**src/rtl/inst_fetch_pkg.sv**
```systemverilog
// Shared Gumnut definitions: PC operation codes, opcode prefixes and the IR field decoder.
package gumnut_pkg;
   localparam int               PC_W_DEF        = 12;
   localparam int               IW_DEF          = 18;
   localparam int               STACK_DEPTH_DEF = 8;
   localparam logic [11:0]      INT_VEC_DEF     = 12'h001;

   typedef enum logic [3:0] {
      PC_HOLD   = 4'd0,
      PC_BRANCH = 4'd1,
      PC_JMP    = 4'd2,
      PC_JSB    = 4'd3,
      PC_RET    = 4'd4,
      PC_INT    = 4'd5,
      PC_RETI   = 4'd6
   } pc_oper_e;

   typedef enum logic {
      S_IDLE = 1'b0,
      S_REQ  = 1'b1
   } bus_state_e;

   localparam logic [6:0] OP_ALUI  = 7'b0000000;
   localparam logic [6:0] OP_MEM   = 7'b0000010;
   localparam logic [6:0] OP_SHIFT = 7'b0000110;
   localparam logic [6:0] OP_ALUR  = 7'b0001110;
   localparam logic [6:0] OP_JMP   = 7'b0011110;
   localparam logic [6:0] OP_BR    = 7'b0111110;
   localparam logic [6:0] OP_MISC  = 7'b1111110;
   localparam logic [6:0] OP_NONE  = 7'b1111111;

   typedef struct packed {
      logic [6:0] op;
      logic [2:0] func;
   } decode_t;

   // Opcode prefixes are a run of leading ones; func comes from a different field per class.
   function automatic decode_t decode_ir(input logic [17:0] ir);
      decode_t d;
      d = '{op: OP_NONE, func: 3'b000};
      casez (ir[17:11])
         7'b0??????: d = '{op: OP_ALUI,  func: ir[16:14]};
         7'b10?????: d = '{op: OP_MEM,   func: {1'b0, ir[15:14]}};
         7'b110????: d = '{op: OP_SHIFT, func: {1'b0, ir[1:0]}};
         7'b1110???: d = '{op: OP_ALUR,  func: ir[2:0]};
         7'b11110??: d = '{op: OP_JMP,   func: {2'b00, ir[12]}};
         7'b111110?: d = '{op: OP_BR,    func: {1'b0, ir[11:10]}};
         7'b1111110: d = '{op: OP_MISC,  func: ir[10:8]};
         default:    d = '{op: OP_NONE,  func: 3'b000};
      endcase
      return d;
   endfunction
endpackage

```
**src/rtl/inst_fetch_if.sv**
```systemverilog
// Instruction-bus (Wishbone-style cyc/stb/ack) between the fetch stage and instruction memory.
interface inst_fetch_if #(
   parameter int PC_W = 12,
   parameter int IW   = 18
);
   logic            inst_cyc;
   logic            inst_stb;
   logic [PC_W-1:0] inst_adr;
   logic [IW-1:0]   inst_dat;
   logic            inst_ack;

   modport master (output inst_cyc, output inst_stb, output inst_adr,
                   input  inst_dat, input  inst_ack);
   modport slave  (input  inst_cyc, input  inst_stb, input  inst_adr,
                   output inst_dat, output inst_ack);
endinterface

```
**src/rtl/inst_fetch_ret_stack.sv**
```systemverilog
// Circular return-address stack: a full push overwrites the oldest entry, an empty pop flags an error.
module ret_stack #(
   parameter int DEPTH = 8,
   parameter int W     = 12
) (
   input  logic         clk,
   input  logic         rst_n,
   input  logic         i_push,
   input  logic         i_pop,
   input  logic [W-1:0] i_din,
   output logic [W-1:0] o_top,
   output logic         o_empty,
   output logic         o_err
);
   localparam int            AW       = $clog2(DEPTH);
   localparam logic [AW:0]   CNT_FULL = (AW+1)'(DEPTH);
   localparam logic [AW:0]   CNT_ONE  = (AW+1)'(1);
   localparam logic [AW-1:0] PTR_ONE  = AW'(1);

   logic [W-1:0]  r_mem [DEPTH];
   logic [AW-1:0] r_ptr;
   logic [AW:0]   r_cnt;
   logic [AW-1:0] w_top_idx;

   assign w_top_idx = r_ptr - PTR_ONE;
   assign o_top     = r_mem[w_top_idx];
   assign o_empty   = (r_cnt == '0);

   always_ff @(posedge clk) begin
      if (i_push) r_mem[r_ptr] <= i_din;
   end

   // r_ptr is the next write slot; a full push just keeps rotating over the oldest entry.
   always_ff @(posedge clk or negedge rst_n) begin
      if (!rst_n) begin
         r_ptr <= '0;
         r_cnt <= '0;
         o_err <= 1'b0;
      end else begin
         o_err <= 1'b0;
         if (i_push) begin
            r_ptr <= r_ptr + PTR_ONE;
            if (r_cnt == CNT_FULL) o_err <= 1'b1;
            else                   r_cnt <= r_cnt + CNT_ONE;
         end else if (i_pop) begin
            if (o_empty) begin
               o_err <= 1'b1;
            end else begin
               r_ptr <= w_top_idx;
               r_cnt <= r_cnt - CNT_ONE;
            end
         end
      end
   end
endmodule

```
**src/rtl/inst_fetch.sv**
```systemverilog
// Gumnut instruction-fetch stage: PC, instruction-bus master, IR with op/func decode, PC updates.
// state  | meaning
// S_IDLE | no bus cycle; waiting for fetch_i
// S_REQ  | cyc/stb asserted, holding the request until inst_ack
module inst_fetch
   import gumnut_pkg::*;
#(
   parameter int              PC_W        = PC_W_DEF,
   parameter int              IW          = IW_DEF,
   parameter int              STACK_DEPTH = STACK_DEPTH_DEF,
   parameter logic [PC_W-1:0] INT_VEC     = INT_VEC_DEF
) (
   input  logic            clk,
   input  logic            rst_n,
   input  logic            fetch_i,
   inst_fetch_if.master    bus,
   output logic            inst_ack_o,
   output logic [IW-1:0]   ir_o,
   output logic [6:0]      op_o,
   output logic [2:0]      func_o,
   input  logic            pc_upd_i,
   input  logic [3:0]      pc_oper_i,
   input  logic            taken_i,
   output logic [PC_W-1:0] pc_o,
   output logic            stack_err_o
);
   localparam logic [PC_W-1:0] PC_ONE = PC_W'(1);

   bus_state_e      r_state;
   logic            r_cyc;
   logic [PC_W-1:0] r_pc;
   logic [PC_W-1:0] r_int_pc;
   logic [IW-1:0]   r_ir;

   logic            w_ack;
   logic            w_push;
   logic            w_pop;
   logic            w_int_save;
   logic            w_stk_empty;
   logic [PC_W-1:0] w_stk_top;
   logic [PC_W-1:0] w_br_disp;
   logic [PC_W-1:0] w_pc_nxt;
   decode_t         w_dec;

   assign w_ack        = bus.inst_ack & r_cyc;
   assign inst_ack_o   = w_ack;
   assign bus.inst_cyc = r_cyc;
   assign bus.inst_stb = r_cyc;
   assign bus.inst_adr = r_pc;
   assign pc_o         = r_pc;
   assign ir_o         = r_ir;
   assign w_dec        = decode_ir(r_ir);
   assign op_o         = w_dec.op;
   assign func_o       = w_dec.func;
   assign w_br_disp    = {{(PC_W-8){r_ir[7]}}, r_ir[7:0]};

   always_ff @(posedge clk or negedge rst_n) begin
      if (!rst_n) begin
         r_state <= S_IDLE;
         r_cyc   <= 1'b0;
      end else begin
         case (r_state)
            S_IDLE: if (fetch_i) begin
               r_state <= S_REQ;
               r_cyc   <= 1'b1;
            end
            S_REQ: if (bus.inst_ack) begin
               r_state <= S_IDLE;
               r_cyc   <= 1'b0;
            end
            default: begin
               r_state <= S_IDLE;
               r_cyc   <= 1'b0;
            end
         endcase
      end
   end

   // A control-unit update overrides the fetch increment, even for hold.
   always_comb begin
      w_pc_nxt   = w_ack ? r_pc + PC_ONE : r_pc;
      w_push     = 1'b0;
      w_pop      = 1'b0;
      w_int_save = 1'b0;
      if (pc_upd_i) begin
         w_pc_nxt = r_pc;
         case (pc_oper_e'(pc_oper_i))
            PC_BRANCH: if (taken_i) w_pc_nxt = r_pc + w_br_disp;
            PC_JMP:    w_pc_nxt = r_ir[PC_W-1:0];
            PC_JSB: begin
               w_push   = 1'b1;
               w_pc_nxt = r_ir[PC_W-1:0];
            end
            PC_RET: begin
               w_pop    = 1'b1;
               w_pc_nxt = w_stk_empty ? '0 : w_stk_top;
            end
            PC_INT: begin
               w_int_save = 1'b1;
               w_pc_nxt   = INT_VEC;
            end
            PC_RETI:   w_pc_nxt = r_int_pc;
            default:   w_pc_nxt = r_pc;
         endcase
      end
   end

   always_ff @(posedge clk or negedge rst_n) begin
      if (!rst_n) begin
         r_pc     <= '0;
         r_ir     <= '0;
         r_int_pc <= '0;
      end else begin
         r_pc <= w_pc_nxt;
         if (w_ack)      r_ir     <= bus.inst_dat;
         if (w_int_save) r_int_pc <= r_pc;
      end
   end

   ret_stack #(
      .DEPTH (STACK_DEPTH),
      .W     (PC_W)
   ) u_ret_stack (
      .clk     (clk),
      .rst_n   (rst_n),
      .i_push  (w_push),
      .i_pop   (w_pop),
      .i_din   (r_pc),
      .o_top   (w_stk_top),
      .o_empty (w_stk_empty),
      .o_err   (stack_err_o)
   );
endmodule

```
**src/flat_wrapper.sv**
```systemverilog
// flat-port wrapper written by rule: the top's interface ports become plain ports
module inst_fetch_flat import gumnut_pkg::*;
#(
   parameter int              PC_W        = PC_W_DEF,
   parameter int              IW          = IW_DEF,
   parameter int              STACK_DEPTH = STACK_DEPTH_DEF,
   parameter logic [PC_W-1:0] INT_VEC     = INT_VEC_DEF
)
  (clk, rst_n, fetch_i, inst_ack_o, ir_o, op_o, func_o, pc_upd_i, pc_oper_i, taken_i, pc_o, stack_err_o, bus_inst_cyc, bus_inst_stb, bus_inst_adr, bus_inst_dat, bus_inst_ack);
  inst_fetch_if #(.PC_W(PC_W), .IW(IW)) bus_i ();
  input  logic clk;
  input  logic rst_n;
  input  logic fetch_i;
  output logic inst_ack_o;
  output logic [IW-1:0] ir_o;
  output logic [6:0] op_o;
  output logic [2:0] func_o;
  input  logic pc_upd_i;
  input  logic [3:0] pc_oper_i;
  input  logic taken_i;
  output logic [PC_W-1:0] pc_o;
  output logic stack_err_o;
  output wire logic [$bits(bus_i.inst_cyc)-1:0] bus_inst_cyc;
  output wire logic [$bits(bus_i.inst_stb)-1:0] bus_inst_stb;
  output wire logic [$bits(bus_i.inst_adr)-1:0] bus_inst_adr;
  input wire logic [$bits(bus_i.inst_dat)-1:0] bus_inst_dat;
  input wire logic [$bits(bus_i.inst_ack)-1:0] bus_inst_ack;
  assign bus_inst_cyc = bus_i.inst_cyc;
  assign bus_inst_stb = bus_i.inst_stb;
  assign bus_inst_adr = bus_i.inst_adr;
  assign bus_i.inst_dat = bus_inst_dat;
  assign bus_i.inst_ack = bus_inst_ack;
  inst_fetch #(.PC_W(PC_W), .IW(IW), .STACK_DEPTH(STACK_DEPTH), .INT_VEC(INT_VEC)) u_core (.clk(clk), .rst_n(rst_n), .fetch_i(fetch_i), .bus(bus_i), .inst_ack_o(inst_ack_o), .ir_o(ir_o), .op_o(op_o), .func_o(func_o), .pc_upd_i(pc_upd_i), .pc_oper_i(pc_oper_i), .taken_i(taken_i), .pc_o(pc_o), .stack_err_o(stack_err_o));
endmodule
```
**config.mk**
```make
export PLATFORM = sky130hd
export DESIGN_NAME = inst_fetch_flat
export DESIGN_NICKNAME = d
export VERILOG_FILES = /design/src/rtl/inst_fetch_pkg.sv /design/src/rtl/inst_fetch_if.sv /design/src/rtl/inst_fetch_ret_stack.sv /design/src/rtl/inst_fetch.sv /design/src/flat_wrapper.sv
export SDC_FILE = /design/constraint.sdc
export NUM_CORES = 1
export LEC_CHECK = 0
export ABC_CLOCK_PERIOD_IN_PS = 8500
export CAP_MARGIN = 10
export CORE_MARGIN = 2
export CORE_UTILIZATION = 50
export DETAILED_ROUTE_END_ITERATION = 16
export PLACE_DENSITY = 0.72
export SLEW_MARGIN = 15
export SYNTH_ARGS = -nofsm -noshare
export SYNTH_HDL_FRONTEND = slang
export SYNTH_HIERARCHICAL = 1
export SYNTH_SLANG_ARGS = --single-unit
```
**constraint.sdc**
```tcl
create_clock -name clk -period 8.5 [get_ports clk]
set_clock_uncertainty 0.15 [all_clocks]
set_input_delay 0.85 -clock clk [delete_from_list [all_inputs] [get_ports clk]]
set_output_delay 0.85 -clock clk [all_outputs]
set_load 0.01 [all_outputs]
```
---- After elaboration in Yosys (flattened, before gate mapping) ----
Memories as Yosys holds them, arrays and structs flattened.
Cells that the tools add are included.
storage, ports and cells
  register bits ........................... 52
  input port bits ......................... 28
  word-level logic and storage cells ...... 76
  memory bits (writable) .................. 96
  output and inout port bits .............. 56
  memories kept ........................... 1
  bits in latches ......................... 0
  bits in read-only memories .............. 0
memories
  memory                    words  width  read ports  clocked after Yosys merged registers in  write ports  line                        source
  u_core.u_ret_stack.r_mem  8      12     1           0                                        1            inst_fetch_ret_stack.sv:20  logic [W-1:0] r_mem [DEPTH];
cells by class
  bitwise gates (word level) .............. 3
  eq/ne operators ......................... 19
  add/sub/neg operators ................... 6
  shift operators ......................... 0
  reduce and logical (&&, ||, !) cells .... 8
  multiplexer cells ....................... 31
  magnitude comparators ................... 0
  multipliers ............................. 0
  divide/modulo/power cells ............... 0
operators with widths
  kind                                                    number
  case mux 10 bit (7 select lines)                        1
  case mux 12 bit (5 select lines)                        1
  two-way mux 12 bit                                      4
  two-way mux 1 bit                                       16
  two-way mux 4 bit                                       4
  adder 12 x 1 -> 12 bit (second input constant)          1
  adder 12 bit                                            1
  == test 4 x 3 -> 1 bit (second input constant)          3
  two-way mux 3 bit                                       3
  == test 4 x 2 -> 1 bit (second input constant)          2
  == test 4 bit (second input constant)                   2
  inequality test 2 bit (second input constant)           4
  == test 7 bit (second input constant)                   1
  == test 6 bit (second input constant)                   1
  inequality test 6 x 2 -> 1 bit (second input constant)  1
  AND reduction 3 bit                                     2
  == test 5 bit (second input constant)                   1
  adder 4 x 1 -> 4 bit (second input constant)            1
  == test 4 x 1 -> 1 bit (second input constant)          1
  zero test 4 bit                                         1
  case mux 1 bit (2 select lines)                         2
  AND reduction 2 bit                                     2
  nonzero test 2 bit                                      2
  subtractor 4 x 1 -> 4 bit (second input constant)       1
  8 further kinds                                         9

---- Depth between registers and ports, before layout ----
  depth in word-level cells ............... 5
  mapped depth ............................ 11
  depth with buffers taken out ............ 9

---- By module ----
The synthesis kept the hierarchy.
modules (own cells, without submodules)
  module      sequential area each (µm²)  area an instance (µm²)  cells each  times used
  ret_stack   3,083.0                     4,229.1                 207         1
  inst_fetch  1,101.1                     3,046.7                 317         1

---- Worst setup path before layout ----
OpenSTA, ideal clock, no wires.
  path type ............................... input to register
  start ................................... in pc_oper_i[2]
  end ..................................... reg u_core.u_ret_stack.r_cnt[3]
  cell stages on the path ................. 8
  data required time ...................... 8.212 ns
  setup slack ............................. 5.216 ns
  library setup time ...................... 0.138 ns
  path buffers ............................ 2
  arrival time ............................ 2.996 ns
  path through ............................ buf_4 -> nor4bb_1 -> clkbuf_1 -> clkinv_1 -> ha_1 -> a21oi_1 -> nand3_1 -> mux4_2
on the way
  word-level cells in the longest chain between the ends .. 5
  elaborated cells on any way between the ends .. 11
  those cells by class .................... eq/ne (4); mux (5); reduce/logical (2)
ends and longest elaborated chain
  element                                                                       line                        source
  start, declared                                                               flat_wrapper.sv:19          input logic [3:0] pc_oper_i;
  == test 4 x 2 -> 1 bit (*)                                                    inst_fetch.sv:87            case (pc_oper_e'(pc_oper_i))
  two-way mux 1 bit (*)                                                         inst_fetch.sv:87
  two-way mux 1 bit (*)                                                         inst_fetch.sv:85            if (pc_upd_i) begin
  named net u_core.w_push                                                       inst_fetch.sv:36            logic w_push;
  inequality test 2 bit (no line) / nonzero test 2 bit (equally long branches)  --
  AND reduction 3 bit (no line)                                                 --
  end signal, assigned                                                          inst_fetch_ret_stack.sv:44  else r_cnt <= r_cnt + CNT_ONE;
  end signal, assigned                                                          inst_fetch_ret_stack.sv:50  r_cnt <= r_cnt - CNT_ONE;
  end, declared                                                                 inst_fetch_ret_stack.sv:22  logic [AW:0] r_cnt;
Mark *: on every way through the listed nets, which the timed path passes. The rest lies on a longest branch.
A chain may end at the register's enable or synchronous reset.

---- Final worst setup path ----
  start ................................... in pc_upd_i
  end ..................................... reg u_core.u_ret_stack.r_cnt[3]
on the way
  word-level cells in the longest chain between the ends .. 3
  elaborated cells on any way between the ends .. 7
  those cells by class .................... eq/ne (2); mux (3); reduce/logical (2)
ends and longest elaborated chain
  element                                                                       line                source
  start, declared                                                               flat_wrapper.sv:18  input logic pc_upd_i;
  two-way mux 1 bit (*)                                                         inst_fetch.sv:85
  named net u_core.w_push                                                       inst_fetch.sv:36
  inequality test 2 bit (no line) / nonzero test 2 bit (equally long branches)  --
  AND reduction 3 bit (no line)                                                 --
Marks and branches as above.

==> results_dict.tcl <==
set metrics [dict create \
    hold_path_class "reg -> reg" \
    cts_max_level 4 \
    start_util_pct 50.6 \
    p_sw_share_pct 34.2 \
    p_comb_share_pct 37.7 \
    cts_tree "built" \
    netlist_area_um2 7280 \
    timing.setup.critical_path_class "in -> reg" \
    hpwl_um 11400 \
    netlist_top_cells_area "edfxtp_1 40%, dfrtp_1 18%, mux4_2 7.7%" \
    stdcell_area_um2 8830 \
    wl_per_cell_um 21.1 \
    grt_pass1_vias 4917 \
    ir_worst_vdd_v 0.000146 \
    crit_chain "clkdlybuf4s50_1, nand2b_4, nor4bb_1, buf_4, clkinv_1, ha_1, a21oi_1, nand3_1, mux4_2" \
    tightest_slew_ps 1070 \
    synth_enable_flop_cells 96 \
    antenna_found_initial 0 \
    p_seq_share_pct 37.3 \
    p_sw_mw 1.06 \
    seq_area_frac_synth_pct 57.5 \
    synth_nets 570 \
    clkLatencyLatePin_ps 420 \
    yosys.area.top_type "edfxtp_1" \
    holdPathEnd "u_core/r_state" \
    critPathTopFamily "buffers and inverters" \
    avgViaCountPerCell 6.01 \
    drtAntennaViolNets 0 \
    max_clock_freq_mhz 244 \
    rr_startpoint "u_core/u_ret_stack/r_ptr[0]" \
    end_kind "flop" \
    tns_ps 0 \
    fin_ws_ps 4400 \
    slowest_stage "clkdlybuf4s50_1" \
    antenna_cells 0 \
    hold-worst-slack_ps 328 \
    multi_input_area_um2 2850 \
    clock-sinks 148 \
    worstPathMaxFanout 20 \
    clockBufferDepth 2 \
    synth_top_cell_area_share_pct 39.6 \
    rr_endpoint "u_core/bus.inst_adr[11]" \
    cap_viol_max_count 0 \
    grt_first_pass_wirelength_um 26500 \
    cts_hold_buf 0 \
    vias 4811 \
    report.final.slew_viol_count 0 \
    min_period_over_period_pct 48.2 \
    reg2reg_slack_ps 4970 \
    dpl-instance-area_um2 8200 \
    core_area_um2 14400 \
    run_status "completed" \
    layout-drive-gt1-share_pct 20.9 \
    clkPwrFrac_pct 25.0 \
    cts_buffers 17 \
    whs_path_depth 1 \
    async_flop_share_pct 35.1 \
    utilization_pct 61.4 \
    finalHoldViolations 0 \
    final_nets 649 \
    dr.pass1.iters 5 \
    io_buffers 83 \
    seqCellArea_um2 4180 \
    relSlewSlack_pct 28.3 \
    pre_cts_slack_ps 4040 \
    rsz0062_at_grt "no" \
    worstPathRequired_ps 8640 \
    drc 0 \
    yosysWarnings 6 \
    setup_viol 0 \
    synth_cells 524 \
    syn_area_per_cell_um2 13.9 \
    crit_start "pc_upd_i" \
    io_pins 84 \
    r2r_cells 9 \
    p_per_area_nw_per_um2 350 \
    slowest_delay_ps 1030 \
    cp.arrival_ps 4230 \
    grt_max_degree 53 \
    cts-root-buf "clkbuf_16" \
    power.internal_mw 2.04 \
    wl_um 16900 \
    cts_resized 0 \
    leakage_nw 3.19 \
    synth_ff_type "edfxtp_1" \
    die_w_um 125 \
    layout_min_cycle_time_ps 4100 \
    grt_overflow 0 \
    cp-start-kind "input port" \
    min_from "u_core/r_state" \
    ys_ff_latch 148 \
    area_delta_synth_final_pct 21.3 \
    die-area_um2 15500 \
    grt_usage_pct 22.1 \
    gp_congestion 0.875 \
    drt_iter0_markers 517 \
    die_y_um 125 \
    path_buf_inv 3 \
    fp-row-count 44 \
    post_cts_buffers 0 \
    synth_cell_type_count 73 \
    fillers 1075 \
    clkTransAtPathRegs_ps 60 \
]
cell usage after synthesis, types with 3 or more instances:
| cell type | n |
|---|---|
| dfrtp_1 | 52 |
| o21a_1 | 4 |
| nand3_1 | 12 |
| nor3b_1 | 4 |
| mux4_2 | 25 |
| nor2_1 | 23 |
| nor3_1 | 11 |
| o21ai_0 | 21 |
| a222oi_1 | 7 |
| a21oi_1 | 23 |
| buf_2 | 6 |
| nand2_1 | 34 |
| ha_1 | 16 |
| mux2i_1 | 5 |
| and3_1 | 7 |
| nor2b_1 | 9 |
| a2bb2oi_1 | 3 |
| o22ai_1 | 3 |
| mux2_2 | 43 |
| o211ai_1 | 6 |
| edfxtp_1 | 96 |
| a22oi_1 | 3 |
| inv_1 | 14 |
| a211o_1 | 3 |
| nand2b_1 | 6 |
| xnor2_1 | 6 |
| clkbuf_1 | 5 |
| buf_4 | 15 |
| xor2_1 | 7 |
power groups by stage:
| stage | Sequential [mW] | Clock (mW) | Combinational (mW) |
|---|---|---|---|
| 3_5_place_dp | 1.16 | 0 | 1.16 |
| 6_report | 1.15 | 0.773 | 1.17 |
| 3_3_place_gp | 1.16 | 0 | 1.13 |
| 5_1_grt | 1.18 | 0.818 | 1.26 |
| 2_1_floorplan | 1.10 | 0 | 0.805 |
| 4_1_cts | 1.15 | 0.785 | 1.17 |
kinds of logic (layout without fill, tap and decap cells):
kind of cell | count (synthesis) | count (layout) | share of synthesized area (%)
flops | 148 | 148 | 57.5
simple gates | 128 | 128 | 9.51
mux | 73 | 73 | 15.1
compound gates | 97 | 97 | 9.51
fa+ha+maj | 18 | 18 | 3.30
buf+inv | 47 | 139 | 3.53
xor+xnor | 13 | 13 | 1.56
area by class of cell:
class / instances / share of cell area (%)
well taps: 184 / 2.61
clock buffers: 18 / 4.86
repair buffers: 91 / 10.0
multi-input cells: 329 / 32.3
clock inverters: 14 / 2.11
flip-flops and latches: 148 / 47.4
inverters: 16 / 0.680
state kept, by name, indices dropped and copies added, names as in the netlist, 3 cells and up:
name                      count
u_core/bus.inst_adr          12
u_core/ir_o                  18
u_core/u_ret_stack/r_mem     96
u_core/r_int_pc              12
u_core/u_ret_stack/r_ptr      3
u_core/u_ret_stack/r_cnt      4
per-stage QoR:
stage / std cells / power [mW]
6_report: 800 / 3.09
5_1_grt: 800 / 3.25
4_1_cts: 800 / 3.11
3_5_place_dp: 768 / 2.32
3_3_place_gp: 768 / 2.29
2_1_floorplan: 524 / 1.90
cells in the final DEF, fill, tap and decap left out, drive strengths merged, types with 3 or more instances in the layout:
master	netlist	layout
mux4	25	25
dfrtp	52	52
nor2b	9	9
mux2i	5	5
edfxtp	96	96
nand2b	7	7
nor3	12	12
o21a	4	4
o21ai	23	23
a22oi	3	3
nor2	25	25
o22ai	3	3
a21oi	23	23
a222oi	7	7
clkdlybuf4s50	0	82
nor4	3	3
nor3b	4	4
or3	3	3
buf	25	9
bufinv	0	4
and3	8	8
xor2	7	7
nand3	12	12
clkinv	2	11
a211o	4	4
mux2	43	43
a2bb2oi	3	3
xnor2	6	6
inv	14	14
clkbuf	6	18
nand2	34	34
ha	16	16
o211ai	6	6
metal layers:
layer / GRT usage (%) / part of all wire (%) / up-vias
li1: - / - / 2180
met2: 37.1 / 51 / 188
met5: 0 / 0 / -
met3: 5.07 / 6.2 / 18
met1: 28.8 / 42 / 2425
met4: 6.94 / 1.2 / 0
how the worst max path moves through the flow:
stage	slack, ps	cells past startpoint	end
floorplan	5220	8	u_core/u_ret_stack/r_cnt[3]
global placement	4190	9	u_core/u_ret_stack/r_cnt[3]
detailed placement	4040	9	u_core/u_ret_stack/r_cnt[3]
CTS	4380	4	inst_ack_o
global route	4230	4	inst_ack_o
finish	4400	9	u_core/u_ret_stack/r_cnt[3]
Note: power is estimated with default switching activity, not from simulation.
